$ cat config.mk
export PLATFORM = sky130hd
export DESIGN_NAME = counter_rr_scheduler
export DESIGN_NICKNAME = d
export VERILOG_FILES = /design/src/rtl/counter_rr_scheduler.sv
export SDC_FILE = /design/constraint.sdc
export NUM_CORES = 1
export LEC_CHECK = 0
export ABC_AREA = 1
export CAP_MARGIN = 10
export CORE_MARGIN = 5
export CORE_UTILIZATION = 30
export DETAILED_ROUTE_END_ITERATION = 12
export DONT_BUFFER_PORTS = 1
export SYNTH_ARGS = -nofsm -noshare
export SYNTH_HDL_FRONTEND = slang
export SYNTH_SLANG_ARGS = --single-unit
$ cat constraint.sdc
create_clock -name clock -period 5.5 [get_ports clock]
set_clock_uncertainty 0.1 [all_clocks]
set_input_delay 1.1 -clock clock [delete_from_list [all_inputs] [get_ports clock]]
set_output_delay 1.1 -clock clock [all_outputs]
set_load 0.05 [all_outputs]
$ cat src/rtl/counter_rr_scheduler.sv
// Round-robin arbiter sharing one WIDTH-bit accumulating counter between NUM_REQ requesters.
// All state updates on the falling clock edge; clear_n resets asynchronously.
module counter_rr_scheduler #(
  parameter int unsigned NUM_REQ   = 4,
  parameter int unsigned WIDTH     = 32,
  parameter int unsigned STEP_W    = 8,
  parameter int unsigned BURST_MAX = 4,
  localparam int unsigned OWN_W    = (NUM_REQ > 1) ? $clog2(NUM_REQ) : 1,
  localparam int unsigned BURST_W  = $clog2(BURST_MAX + 1)
) (
  input  logic                      clock,
  input  logic                      clear_n,
  input  logic [NUM_REQ-1:0]        req,
  input  logic [NUM_REQ*STEP_W-1:0] step,
  input  logic                      clr_req,
  output logic [NUM_REQ-1:0]        ack,
  output logic [OWN_W-1:0]          owner,
  output logic                      busy,
  output logic [WIDTH-1:0]          value,
  output logic                      wrapped
);

  localparam logic [0:0] S_IDLE  = 1'b0;
  localparam logic [0:0] S_SERVE = 1'b1;

  logic [0:0]         state_q, state_d;
  logic [OWN_W-1:0]   rr_q, rr_d;
  logic [BURST_W-1:0] burst_q, burst_d;
  logic [NUM_REQ-1:0] ack_d;
  logic [OWN_W-1:0]   owner_d;
  logic [WIDTH-1:0]   value_d;
  logic               wrapped_d;

  logic               sel_found;
  logic [OWN_W-1:0]   sel_idx;
  logic [OWN_W-1:0]   cand;
  logic               others;
  logic               burst_lt;
  logic               grant;
  logic               newsel;
  logic [OWN_W-1:0]   grant_idx;
  logic [STEP_W-1:0]  step_g;
  logic [WIDTH:0]     sum;

  // First asserted request scanning upward from the rr pointer, wrapping to 0.
  always_comb begin
    sel_found = 1'b0;
    sel_idx   = '0;
    cand      = '0;
    for (int unsigned i = 0; i < NUM_REQ; i++) begin
      cand = OWN_W'((32'(rr_q) + i) % NUM_REQ);
      if (!sel_found && req[cand]) begin
        sel_found = 1'b1;
        sel_idx   = cand;
      end
    end
  end

  assign others   = |(req & ~(NUM_REQ'(1) << owner));
  assign burst_lt = (burst_q < BURST_W'(BURST_MAX));

  // Next-state, grant decision and counter datapath.
  always_comb begin
    state_d   = state_q;
    rr_d      = rr_q;
    burst_d   = burst_q;
    ack_d     = '0;
    owner_d   = owner;
    value_d   = value;
    wrapped_d = wrapped;
    grant     = 1'b0;
    newsel    = 1'b0;
    grant_idx = owner;
    step_g    = '0;
    sum       = '0;

    case (state_q)
      S_IDLE: begin
        if (clr_req) begin
          value_d   = '0;
          wrapped_d = 1'b0;
        end else if (sel_found) begin
          grant     = 1'b1;
          newsel    = 1'b1;
          grant_idx = sel_idx;
          state_d   = S_SERVE;
        end
      end
      S_SERVE: begin
        if (clr_req) begin
          value_d   = '0;
          wrapped_d = 1'b0;
          burst_d   = '0;
          state_d   = S_IDLE;
        end else if (req[owner] && (burst_lt || !others)) begin
          grant     = 1'b1;
          grant_idx = owner;
          if (burst_lt) burst_d = burst_q + BURST_W'(1);
        end else if (others) begin
          grant     = 1'b1;
          newsel    = 1'b1;
          grant_idx = sel_idx;
        end else begin
          state_d   = S_IDLE;
        end
      end
      default: state_d = S_IDLE;
    endcase

    for (int unsigned i = 0; i < NUM_REQ; i++) begin
      if (OWN_W'(i) == grant_idx) step_g = step[i*STEP_W +: STEP_W];
    end

    if (grant) begin
      sum       = {1'b0, value} + {{(WIDTH + 1 - STEP_W){1'b0}}, step_g};
      value_d   = sum[WIDTH-1:0];
      wrapped_d = wrapped | sum[WIDTH];
      ack_d     = NUM_REQ'(1) << grant_idx;
    end

    if (newsel) begin
      owner_d = grant_idx;
      rr_d    = (grant_idx == OWN_W'(NUM_REQ - 1)) ? '0 : grant_idx + OWN_W'(1);
      burst_d = BURST_W'(1);
    end
  end

  always_ff @(negedge clock or negedge clear_n) begin
    if (!clear_n) begin
      state_q <= S_IDLE;
      rr_q    <= '0;
      burst_q <= '0;
      ack     <= '0;
      owner   <= '0;
      value   <= '0;
      wrapped <= 1'b0;
    end else begin
      state_q <= state_d;
      rr_q    <= rr_d;
      burst_q <= burst_d;
      ack     <= ack_d;
      owner   <= owner_d;
      value   <= value_d;
      wrapped <= wrapped_d;
    end
  end

  assign busy = (state_q == S_SERVE);

endmodule

Word-level counts from Yosys, hierarchy flattened
Cells that the tools add are included.
{"block": "op_classes", "magnitude_cmp": 6, "shifts": 2, "bitwise": 4, "muxes": 48, "n_eq_ne": 4, "n_reduce_logical": 16, "n_addsub": 6}
{"cell": "$mux 32", "count": 2}
{"cell": "$add 32x8->33", "count": 1}
{"cell": "$mux 8", "count": 4}
{"cell": "$mux 2", "count": 10}
{"cell": "$mux 1", "count": 18}
{"cell": "$lt 2x3->1 const B", "count": 5}
{"cell": "$mux 3", "count": 5}
{"cell": "$bmux 1 s2", "count": 5}
{"cell": "$shl 1x2->4 const A", "count": 2}
{"cell": "$reduce_bool 3->1", "count": 2}
{"cell": "$add 2x1->2 const B", "count": 2}
{"cell": "$add 2x2->2 const B", "count": 2}
{"cell": "$and 4x4->4", "count": 1}
{"cell": "$eq 2x2->1 const A", "count": 2}
{"cell": "$logic_and 1x1->1", "count": 4}
{"cell": "$logic_not 1->1", "count": 4}
{"cell": "$mux 4", "count": 1}
{"cell": "$not 4->4", "count": 1}
{"cell": "$pmux 1 s2", "count": 2}
{"cell": "$pmux 2 s2", "count": 1}
{"cell": "$reduce_bool 2->1", "count": 2}
{"cell": "$reduce_or 4->1", "count": 1}
{"cell": "$add 3x1->3 const B", "count": 1}
{"cell": "$lt 3x3->1 const B", "count": 1}
{"cell": "7 further kinds", "count": 7}
{"block": "word_totals", "elab_cells": 93, "out_inout_bits": 40, "regBits": 45, "inputBits": 39}

Logic depth before layout (Yosys ltp)
{"block": "logic_depth", "ltp_word": 24, "ltp_mapped": 32, "ltp_nobuf": 31}

==> flow_summary.ini <==
[logic_synthesis]
yosysWarnings = 0
synthCells = 569
syn_area_um2 = 3631
ys_types = 34
synth_area_leaders = dfrtn_1, nand2_1, nand3_1, inv_1, nor2_1
synth_edf_count = 0
syn_avg_cell_area_um2 = 6.381
postSynth.asyncResetShare_pct = 100.0
synthFlopType = dfrtn_1
ys_ff_latch = 45
synth_fp_nets = 624
synth.most_common_cell = nand2_1
post-synth-top-area-fraction_pct = 31.01
yosysSeqAreaShare_pct = 31.01
yosys.area.top_type = dfrtn_1
yosys-top-cells-count = nand2_1, nand3_1, inv_1

[clocking]
clk_pin_slew_worst_paths_ps = 50
cts_root_buf = clkbuf_16
cts_tree = yes
htreeDepth = 2
cts_sinks = 45
cts_made_buffers = 5
clockBufferDepth = 2
clk_latency_ps = 310

[worst_setup_path]
cpPeakStageDelay_ps = 360
regToRegSetupSlack_ps = 1240
critPathCaptureType = register
reg2reg_depth = 30
r2r_end = value[16]$_DFFE_NN0P_
crit_type = in -> reg
crit_path_end = value[16]$_DFFE_NN0P_
cp_max_fo = 9
worstReg2RegStart = owner[0]$_DFFE_NN0P_
arrival_ps = 3850
worstPathRequired_ps = 2770
slowest_stage = fa_2
worst_setup_path_start_kind = primary input
path_cells = nand2_1, o21ai_2, nor2_2, nand2_4, nand3_4, nand2_4, buf_12, a21oi_4, ha_4, inv_2, o21ai_2, a21oi_2, ha_4, fa_2, nand2_2, inv_2, nand2_2, nand2_4, nand2_4, nand2_8, nand2_4, nor2_4, a21oi_2, a21oi_1
critPathLaunch = req[1]
cp_common_cell = nand2_4

[global_routing]
busiest_layer = met2
grt_pass1_vias = 3884
antenna_found_initial = 0
grt_usage_pct = 16.36
grt_util_met2_pct = 28.24
grtUsageMet1_pct = 19.97
grt_max_degree = 46
gr-total-overflow = 0
grt_use_met3_pct = 4.571
grt_pass1_wl_um = 19290

[floorplanning]
rows = 40
die_x_um = 120.0
initial_utilization_pct = 30.36
die_h_um = 120.0
dieArea_um2 = 14400
ios = 79
core-area_um2 = 11960

[finish]
fill_cells = 1185
nets = 687
final_cell_count_no_fill = 780
utilization_pct = 44.49
areaGrowthSynthToFinish_pct = 46.55
diodes = 0
drive_above_1_share_pct = 39.34
final_area_um2 = 5321

[status]
violations = setup timing
status = finished with violations

[power]
pwr-share-seq_pct = 16.0
p_sw_share_pct = 50.77
p_int_mw = 2.009
p_per_area_nw_per_um2 = 766.7
power.leakage_nw = 2.477
switchingPower_mw = 2.071
peakVddDrop_v = 0.0003331
p_comb_share_pct = 76.6
clockPowerShare_pct = 7.4

[min_path]
holdCritPathClass = reg -> reg

[place]
hpwl_um = 8747
portBuffers = 0
placed_area_um2 = 4232
placedCellCount = 750
place.gp.congestion = 0.9378

[drt]
wl_per_cell_um = 16.14
drt-initial-drc-count = 164
via_per_inst = 5.196
routed_wirelength_um = 12590
ant_nets = 0
drc = 0
vias = 4053
firstDrtPassIters = 4

[sta]
drv_slew = 0
setup_viol = 33
slew_headroom_pct = 51.83
hold_viol = 0
tightestPinTransition_ps = 722.5
setup_ws_ps = -1078
rsz0062_at_grt = yes

[run]
maxCapViolations = 0
[state kept, by name, indices dropped and copies added, names as in the netlist]
register  flops
value        32
owner         2
busy          1
ack           4
burst_q       3
wrapped       1
rr_q          2
[layout make-up]
cell class	instances	area (um^2)	area share (%)
clock buffers	7	132.6	2.492
multi-input cells	442	3032	56.97
inverters	72	290.3	5.455
well taps	147	183.9	3.456
repair inverters	2	13.76	0.2586
flip-flops and latches	45	1126	21.16
repair buffers	64	535.5	10.06
clock inverters	1	7.507	0.1411
[stage by stage]
stage	hold slack [ps]	TNS, ps	worst slack (ps)	power [mW]
3_5_place_dp	377.0	-50570	-1700	2.564
3_3_place_gp	357.1	-47900	-1614	2.528
6_report	372.5	-31540	-1078	4.080
5_1_grt	407.9	-38510	-1291	4.354
4_1_cts	378.8	-30850	-1053	3.525
2_1_floorplan	342.7	-37110	-1296	1.927
[repair_timing]
item                                    in CTS  in global routing
setup buffers                               13                  6
endpoints found under the setup margin      33                 33
gates cloned                                 3                  0
hold endpoints to repair                     0                  0
pin swaps                                   48                 57
resized for setup                          109                 97
hold buffers                                 0                  0
[worst min-delay path by stage]
| stage | end | depth (start not counted) | slack, ps | from |
|---|---|---|---|---|
| after floorplan | burst_q[1]$_DFFE_NN0P_ | 2 | 340 | burst_q[1]$_DFFE_NN0P_ |
| after global placement | burst_q[1]$_DFFE_NN0P_ | 2 | 360 | burst_q[1]$_DFFE_NN0P_ |
| after detailed placement | burst_q[1]$_DFFE_NN0P_ | 2 | 380 | burst_q[1]$_DFFE_NN0P_ |
| after CTS | burst_q[1]$_DFFE_NN0P_ | 2 | 380 | burst_q[1]$_DFFE_NN0P_ |
| after global routing | burst_q[1]$_DFFE_NN0P_ | 2 | 410 | burst_q[1]$_DFFE_NN0P_ |
| final | burst_q[1]$_DFFE_NN0P_ | 2 | 370 | burst_q[1]$_DFFE_NN0P_ |
[layout by cell type (no fill, tap or decap), types with 7 or more instances in the layout]
cell | Yosys | routed
a21oi_1 | 27 | 9
inv_2 | 5 | 17
buf_4 | 2 | 54
a21oi_2 | 0 | 15
nand3_1 | 69 | 43
nand2_2 | 1 | 41
nor2_4 | 1 | 11
ha_1 | 15 | 7
buf_6 | 2 | 8
nand2_1 | 190 | 128
dfrtn_1 | 45 | 45
o21ai_1 | 10 | 24
nor2_1 | 56 | 43
o21ai_2 | 0 | 8
inv_1 | 65 | 52
ha_4 | 0 | 8
nand3_2 | 0 | 18
nand2_4 | 3 | 21
nand3_4 | 0 | 9
nand4_1 | 12 | 12
[cells by family (layout without fill, tap and decap cells)]
group | Yosys count | after routing | synth area share (%)
simple gates | 349 | 350 | 41.94
buf+inv | 83 | 146 | 9.683
compound gates | 69 | 69 | 9.959
flops | 45 | 45 | 31.01
fa+ha+maj | 16 | 16 | 5.720
xor+xnor | 7 | 7 | 1.689
[layer usage]
layer  wire length, um  part of all wire, %  up-vias
li1                  -                    -     1961
met5                 0                    0        -
met2              6318                   50      121
met3               941                  7.5       18
met1              5124                   41     1953
met4               201                  1.6        0
[critical path, delay by kind of cell]
family | cells | cell delay (ps)
and+or+nand+nor | 12 | 1060
adders and majority gates | 3 | 740
AOI/OAI and AO/OA | 6 | 650
buffers and inverters | 3 | 290
[power by group through the flow]
stage | sequential [mW] | combinational, mW | clock [mW]
2_1_floorplan | 0.626 | 1.30 | 0
3_3_place_gp | 0.652 | 1.88 | 0
3_5_place_dp | 0.652 | 1.91 | 0
4_1_cts | 0.649 | 2.57 | 0.309
5_1_grt | 0.663 | 3.37 | 0.322
6_report | 0.654 | 3.12 | 0.302
Power figures use the tool's default switching activity.
